[src/rtl/timer_pkg.sv]
// Shared definitions for the shared delay timer and the sequencers that use it.
package timer_pkg;

    localparam int CNT_W_DEFAULT = 25;
    // Sequencers derive their len values from the system clock rate.
    localparam int CLK_HZ        = 27_000_000;

    typedef enum logic [1:0] {
        S_IDLE = 2'd0,
        S_RUN  = 2'd1,
        S_DONE = 2'd2
    } state_t;

endpackage

[src/rtl/rr_arbiter.sv]
// Combinational round-robin picker: first set request after the last winner, with wrap.
module rr_arbiter #(
    parameter int NUM_REQ = 3,
    parameter int IDX_W   = $clog2(NUM_REQ)
) (
    input  logic [NUM_REQ-1:0] i_req,
    input  logic [IDX_W-1:0]   i_last,
    output logic               o_valid,
    output logic [IDX_W-1:0]   o_win
);

    always_comb begin
        automatic int w_idx = 0;
        o_valid = 1'b0;
        o_win   = '0;
        // k=NUM_REQ revisits the last winner, so a lone requester can be re-served.
        for (int k = 1; k <= NUM_REQ; k++) begin
            w_idx = (int'(i_last) + k) % NUM_REQ;
            if (!o_valid && i_req[w_idx]) begin
                o_valid = 1'b1;
                o_win   = IDX_W'(w_idx);
            end
        end
    end

endmodule

[src/rtl/shared_timer_arbiter.sv]
// One delay counter shared round-robin among NUM_REQ requesters with a req/done handshake.
module shared_timer_arbiter
    import timer_pkg::*;
#(
    parameter int NUM_REQ = 3,
    parameter int CNT_W   = CNT_W_DEFAULT
) (
    input  logic                     clk,
    input  logic                     rst_n,
    input  logic [NUM_REQ-1:0]       req,
    input  logic [NUM_REQ*CNT_W-1:0] len,
    output logic [NUM_REQ-1:0]       grant,
    output logic [NUM_REQ-1:0]       done,
    output logic                     busy,
    output logic [CNT_W-1:0]         remaining
);

    localparam int IDX_W = $clog2(NUM_REQ);

    state_t             r_state;
    logic [IDX_W-1:0]   r_last;
    logic [IDX_W-1:0]   r_win;
    // Doubles as the remaining output: it is cleared whenever the FSM leaves RUN.
    logic [CNT_W-1:0]   r_cnt;
    logic [NUM_REQ-1:0] r_grant;
    logic [NUM_REQ-1:0] r_done;
    logic               r_busy;

    logic               w_valid;
    logic [IDX_W-1:0]   w_win;
    logic [CNT_W-1:0]   w_len;
    logic [CNT_W-1:0]   w_load;

    rr_arbiter #(.NUM_REQ(NUM_REQ), .IDX_W(IDX_W)) u_rr (
        .i_req  (req),
        .i_last (r_last),
        .o_valid(w_valid),
        .o_win  (w_win)
    );

    assign w_len  = len[int'(w_win)*CNT_W +: CNT_W];
    assign w_load = (w_len == '0) ? CNT_W'(1) : w_len;

    always_ff @(posedge clk or negedge rst_n) begin
        if (!rst_n) begin
            r_state <= S_IDLE;
            r_last  <= IDX_W'(NUM_REQ - 1);
            r_win   <= '0;
            r_cnt   <= '0;
            r_grant <= '0;
            r_done  <= '0;
            r_busy  <= 1'b0;
        end else begin
            case (r_state)
                S_IDLE: begin
                    if (w_valid) begin
                        r_state <= S_RUN;
                        r_win   <= w_win;
                        r_last  <= w_win;
                        r_grant <= NUM_REQ'(1) << w_win;
                        r_cnt   <= w_load;
                        r_busy  <= 1'b1;
                    end
                end
                S_RUN: begin
                    // A drop on the final count cycle is still an abort.
                    if (!req[r_win]) begin
                        r_state <= S_IDLE;
                        r_grant <= '0;
                        r_cnt   <= '0;
                        r_busy  <= 1'b0;
                    end else if (r_cnt == CNT_W'(1)) begin
                        r_state <= S_DONE;
                        r_done  <= r_grant;
                        r_cnt   <= '0;
                    end else begin
                        r_cnt   <= r_cnt - CNT_W'(1);
                    end
                end
                S_DONE: begin
                    if (!req[r_win]) begin
                        r_state <= S_IDLE;
                        r_grant <= '0;
                        r_done  <= '0;
                        r_busy  <= 1'b0;
                    end
                end
                default: r_state <= S_IDLE;
            endcase
        end
    end

    assign grant     = r_grant;
    assign done      = r_done;
    assign busy      = r_busy;
    assign remaining = r_cnt;

endmodule

[config.mk]
export PLATFORM = sky130hd
export DESIGN_NAME = shared_timer_arbiter
export DESIGN_NICKNAME = d
export VERILOG_FILES = /design/src/rtl/timer_pkg.sv /design/src/rtl/rr_arbiter.sv /design/src/rtl/shared_timer_arbiter.sv
export SDC_FILE = /design/constraint.sdc
export NUM_CORES = 1
export LEC_CHECK = 0
export CORE_UTILIZATION = 48
export CTS_CLUSTER_SIZE = 12
export DETAILED_ROUTE_END_ITERATION = 8
export PLACE_DENSITY = 0.86
export SKIP_LAST_GASP = 1
export SYNTH_ARGS = -nofsm -noshare
export SYNTH_HDL_FRONTEND = slang
export SYNTH_HIERARCHICAL = 1
export SYNTH_SLANG_ARGS = --single-unit
[constraint.sdc]
create_clock -name clk -period 5.9 [get_ports clk]
set_input_delay 1.18 -clock clk [delete_from_list [all_inputs] [get_ports clk]]
set_output_delay 1.18 -clock clk [all_outputs]
set_load 0.1 [all_outputs]
## Yosys cells after proc, flatten, opt, wreduce, memory -nomap -nowiden

Index checks and enable logic that the tools add are counted.

- Bits in registers: 38
- Input port bits: 80
- Output and inout bits: 32
- Word-level logic and storage cells: 81

- $add $sub $neg: 4
- Multipliers: 1
- Divide/modulo/power cells: 3
- Order comparisons: 4
- Equality and inequality tests: 9
- Shift-type cells: 2
- Multiplexer cells: 36
- Reductions and logical operators: 15

Operators with widths:

| operator | count |
|---|---|
| $mux 25 | 4 |
| $lt 32x4->1 const B | 3 |
| $mod 32x3->32 const B | 3 |
| $shiftx 75x8->25 | 1 |
| $pmux 25 s2 | 1 |
| $eq 25x1->1 const B | 1 |
| $logic_not 25->1 | 1 |
| $sub 25x1->25 const B | 1 |
| $mux 2 | 7 |
| $mux 1 | 12 |
| $mux 3 | 4 |
| $pmux 3 s2 | 2 |
| $bmux 1 s2 | 4 |
| $ne 2x2->1 const B | 4 |
| $mul 2x5->7 const B | 1 |
| $add 2x2->3 const B | 2 |
| $pmux 2 s3 | 1 |
| $reduce_and 3->1 | 2 |
| $reduce_bool 2->1 | 3 |
| $reduce_and 2->1 | 2 |
| $reduce_and 4->1 | 1 |
| $add 2x1->3 const B | 1 |
| $lt 2x3->1 const B | 1 |
| $ne 3x3->1 const B | 1 |
| 9 further kinds | 11 |

## Logic depth before layout (Yosys ltp)

- Depth in word-level cells: 18
- Mapped depth: 13

## By module

Netlist, hierarchy kept.

By module, submodules not included:

| module | instances | cells an instance | area each (µm²) |
|---|---|---|---|
| shared_timer_arbiter | 1 | 318 | 2792.7 |
| rr_arbiter | 1 | 20 | 131.4 |

## Worst setup path after synthesis

No wires, ideal clock.

- Kind: in2reg
- From: in req[2]
- To: reg r_cnt[0] (netlist: remaining[0])
- Library setup time: 0.074 ns
- Arrival time: 2.948 ns
- Required time: 5.826 ns
- Slack: 2.877 ns
- Stages: 10
- Cells stage by stage: a21boi_0 -> o311a_2 -> buf_2 -> buf_2 -> mux2i_1 -> a2bb2oi_1 -> nand4_1 -> nor4_1 -> a21oi_1 -> nor2_1

- Longest elaborated chain between the ends: 16
- Elaborated cells between the ends (all ways): 30

RTL lines:

| item | line | text |
|---|---|---|
| from (decl) | shared_timer_arbiter.sv:10 | `input logic [NUM_REQ-1:0] req,` |
| $bmux 1 s2 | rr_arbiter.sv:19 | `if (!o_valid && i_req[w_idx]) begin` |
| $mux 1 (not written as such) (2 in a row) | rr_arbiter.sv:19 |  |
| $mux 1 | rr_arbiter.sv:19 |  |
| $logic_not 1->1 | rr_arbiter.sv:19 |  |
| $logic_and 1x1->1 | rr_arbiter.sv:19 |  |
| $mux 1 | rr_arbiter.sv:19 |  |
| $logic_not 1->1 | rr_arbiter.sv:19 |  |
| $logic_and 1x1->1 | rr_arbiter.sv:19 |  |
| $mux 2 (*) | rr_arbiter.sv:19 |  |
| via w_win[1] | shared_timer_arbiter.sv:30 | `logic [IDX_W-1:0] w_win;` |
| $mul 2x5->7 (*) | shared_timer_arbiter.sv:41 | `assign w_len = len[int'(w_win)*CNT_W +: CNT_W];` |
| $shiftx 75x8->25 (*) | shared_timer_arbiter.sv:41 |  |
| $logic_not 25->1 | shared_timer_arbiter.sv:42 | `assign w_load = (w_len == '0) ? CNT_W'(1) : w_len;` |
| $mux 25 (*) | shared_timer_arbiter.sv:42 |  |
| $mux 25 (*) | shared_timer_arbiter.sv:56 | `if (w_valid) begin` |
| $pmux 25 s2 (*) | shared_timer_arbiter.sv:54 | `case (r_state)` |
| to (signal assigned) | shared_timer_arbiter.sv:61 | `r_cnt <= w_load;` |
| to (signal assigned) | shared_timer_arbiter.sv:77 | `r_cnt <= r_cnt - CNT_W'(1);` |
| to (decl) | shared_timer_arbiter.sv:24 | `logic [CNT_W-1:0] r_cnt;` |

The timed path passes the listed nets; every way through them passes the cells marked *. The select of a mux whose other input is x is not followed.
A chain may end at the register's enable or synchronous reset.

## Worst setup path after layout

Ends and elaborated chain as after synthesis.

==> metrics.txt <==
status completed; fillcell total 485; DRC 0; RR Startpoint r_last[0]; Resized Gates After CTS 0; drt pass-1 iters 5; Critical Path RT 6130 ps; core area 0.00589 mm²; Crit Path Category in -> reg; Post-synth ARST share 100%; Primary FF master, synth dfrtp_1; Worst Tran Pin Value 1210 ps; final antenna diode count 0; Leak 0.00164 µW; clock latency on the worst-skew pair 300 ps; WL final 8920 µm; Final Hold Vio Count 0; CTS sink count 37; Die X 80.1 µm; Placer Congestion 0.869; EDFF count, synth 0; placed cell areas 0.00408 mm²; Hold WS 540 ps; die height 80.1 µm; syn nets 425; post-route ant nets 0; final setup violation count 0; IO Count 112; critical path, cell by cell clkdlybuf4s50_1, a21boi_0, o311a_2, nor2b_2, o2bb2ai_1, or4_1, nor4_1, a21oi_1, nor2_1; H-Tree Depth 2; largest net degree at the start of global routing 38; Critical Path Sink remaining[0]; R2R Setup Slk 2360 ps; vias in the first global route 2899; FF-to-FF End remaining[0]; minimum clock period 4140 ps; CTS Buf Count 5; CP max FO 29; Finished Layout Cells 518; Slew Limit Fails 0; unrepaired setup endpoints after global routing false; total congestion overflow 0; Tcrit/Tclk final 70.1%; via count 3231; Area Overhead vs Synth 42.2%; Post-CTS Repair Setup Buffers 0; gr usage total 28.7%; drt wl/cell 17.2 µm; Cell Rows 28; Synthesis Warnings 6; DP HPWL 6700 µm; clk_skew 4.44 ps; I/O Buffers 111; Crit. Startpoint req[2]; synthesized flop and latch total 37; Vias per Instance 6.24; Max Cap Violations 0; max_slew headroom 18.9%; Worst Path Arrival 4370 ps; Finished Cell Area 0.00416 mm²; Min-Delay Path Class reg -> reg; register area share after synthesis 31.7%; Clock Pin Slew Worst Setup and Hold Paths 70 ps; full die area 0.00641 mm²; Pwr Density 571 mW/mm²; Setup TNS 0 ps; CTS tree built; fmax 242 MHz; Reg2Reg Depth 10; Crit-path slowest cell o311a_2; layout cells sized above 1 5.42%; Mapped Cells 338; hold_buf cts 0; Cells after DPL 510; initial antenna violation count 0; DR iter-0 viols 332; maximum vdd ir drop 368 µV; Crit. End Element register; first-pass GRT wire length 14200 µm; Yosys cell types 57; initial core utilization 49.7%; Clock Tree Buf Depth 2; clk root buf clkbuf_8; fin nets 529; netlist area before placement 0.00292 mm²; Syn Area/Cell 8.65 µm²; Setup crit start kind input pin; Max stage delay on crit path 780 ps
Yosys cell counts, types with 2 or more instances:
| cell type | number | share of area, % |
|---|---|---|
| nor4_4 | 4 | 2.9 |
| o211a_1 | 4 | 1.4 |
| or4_1 | 2 | 0.51 |
| o21ai_0 | 30 | 5.1 |
| nor2b_1 | 5 | 1.1 |
| inv_1 | 16 | 2.1 |
| and2_1 | 2 | 0.43 |
| nand2_1 | 23 | 3.0 |
| o21ai_1 | 6 | 1.0 |
| a32oi_1 | 2 | 0.60 |
| o32ai_1 | 2 | 0.60 |
| o211ai_1 | 13 | 3.3 |
| clkbuf_1 | 9 | 1.2 |
| dfrtp_1 | 36 | 31 |
| nor2_1 | 19 | 2.4 |
| nor3_1 | 12 | 2.1 |
| a2bb2oi_1 | 21 | 6.3 |
| ha_1 | 7 | 3.0 |
| o22ai_1 | 4 | 0.86 |
| buf_2 | 6 | 1.0 |
| nand4_1 | 6 | 1.3 |
| a31oi_1 | 2 | 0.43 |
| a21oi_1 | 22 | 3.8 |
| mux2i_1 | 26 | 8.9 |
| nor4_1 | 3 | 0.64 |
| nand3_1 | 14 | 2.4 |
| nand2b_1 | 5 | 1.1 |
| o32a_1 | 3 | 1.0 |
| o2bb2ai_1 | 4 | 1.2 |
| a21o_1 | 2 | 0.51 |
| a211oi_1 | 2 | 0.51 |
cell type report:
type | count | area (µm²) | area share (%)
multi-input cells | 268 | 1860 | 44.8
well taps | 75 | 93.8 | 2.26
repair buffers | 114 | 1130 | 27.3
clock buffers | 8 | 80.1 | 1.93
flip-flops and latches | 37 | 927 | 22.3
inverters | 16 | 60.1 | 1.44
registers in the layout (all words and copies together), names as in the netlist:
register	flops
r_win	1
done	3
r_last	2
r_state	2
grant	3
remaining	25
busy	1
routing by layer:
layer | GRT usage (%) | share of wire [%]
met2 | 44.3 | 46
met1 | 38.9 | 42
met3 | 6.93 | 9.7
met5 | 0 | 0
met4 | 10.4 | 2.1
where the power goes:
group	total, µW	leakage [µW]	internal, µW	switching [µW]
sequential	470	0.000481	345	125
clock	176	0.0000395	84.0	91.9
combinational	1730	0.00112	545	1190
total	2380	0.00164	974	1400
placed cells by master, fill, tap and decap left out, drive strengths merged, types with 4 or more instances in the layout:
cell type | netlist | routed
clkbuf | 9 | 8
o21ai | 36 | 36
clkdlybuf4s50 | 0 | 111
nor2 | 20 | 20
nor4 | 7 | 7
a21oi | 22 | 22
ha | 7 | 7
o22ai | 4 | 4
nor2b | 5 | 5
inv | 16 | 16
mux2i | 26 | 26
nor3 | 13 | 13
nand2 | 23 | 23
nand2b | 5 | 5
o211a | 4 | 4
a2bb2oi | 21 | 21
dfrtp | 36 | 36
o211ai | 14 | 14
nand4 | 6 | 6
nand3 | 14 | 14
o2bb2ai | 4 | 4
cells by family (layout without fill, tap and decap cells):
kind of cell	after synthesis	count (layout)	share of synthesized area (%)
multiplexers	27	27	9.29
AND/OR/NAND/NOR	106	106	21.1
AO/OA/AOI/OAI	127	127	29.7
adder cells (fa/ha/maj)	8	8	3.38
flip-flops	37	37	31.7
buffers and inverters	33	138	4.75
worst max-delay path: cells and delay by family:
family	cells	cell delay, ps
AOI/OAI and AO/OA	4	1320
and+or+nand+nor	4	1320
buffers and inverters	1	540
metrics by stage:
| stage | worst slack, ps | utilization, % | power, µW |
|---|---|---|---|
| 6_report | 1760 | 70.7 | 2380 |
| 5_1_grt | 1620 | 70.7 | 2500 |
| 4_1_cts | 1780 | 70.7 | 2350 |
| 3_5_place_dp | 1480 | 69.3 | 2180 |
| 3_3_place_gp | 1590 | 69.3 | 2140 |
| 2_1_floorplan | 2880 | - | 1760 |
how the worst min path moves through the flow:
stage | from | endpoint | slack [ps] | cells after the start
global placement | r_last[1] | r_last[1] | 520 | 1
floorplan | r_last[1] | r_last[1] | 500 | 1
finish | r_last[1] | r_last[1] | 540 | 1
CTS | r_last[1] | r_last[1] | 540 | 1
global route | r_last[1] | r_last[1] | 540 | 1
detailed placement | r_last[1] | r_last[1] | 520 | 1
(Power assumes the default switching activity.)
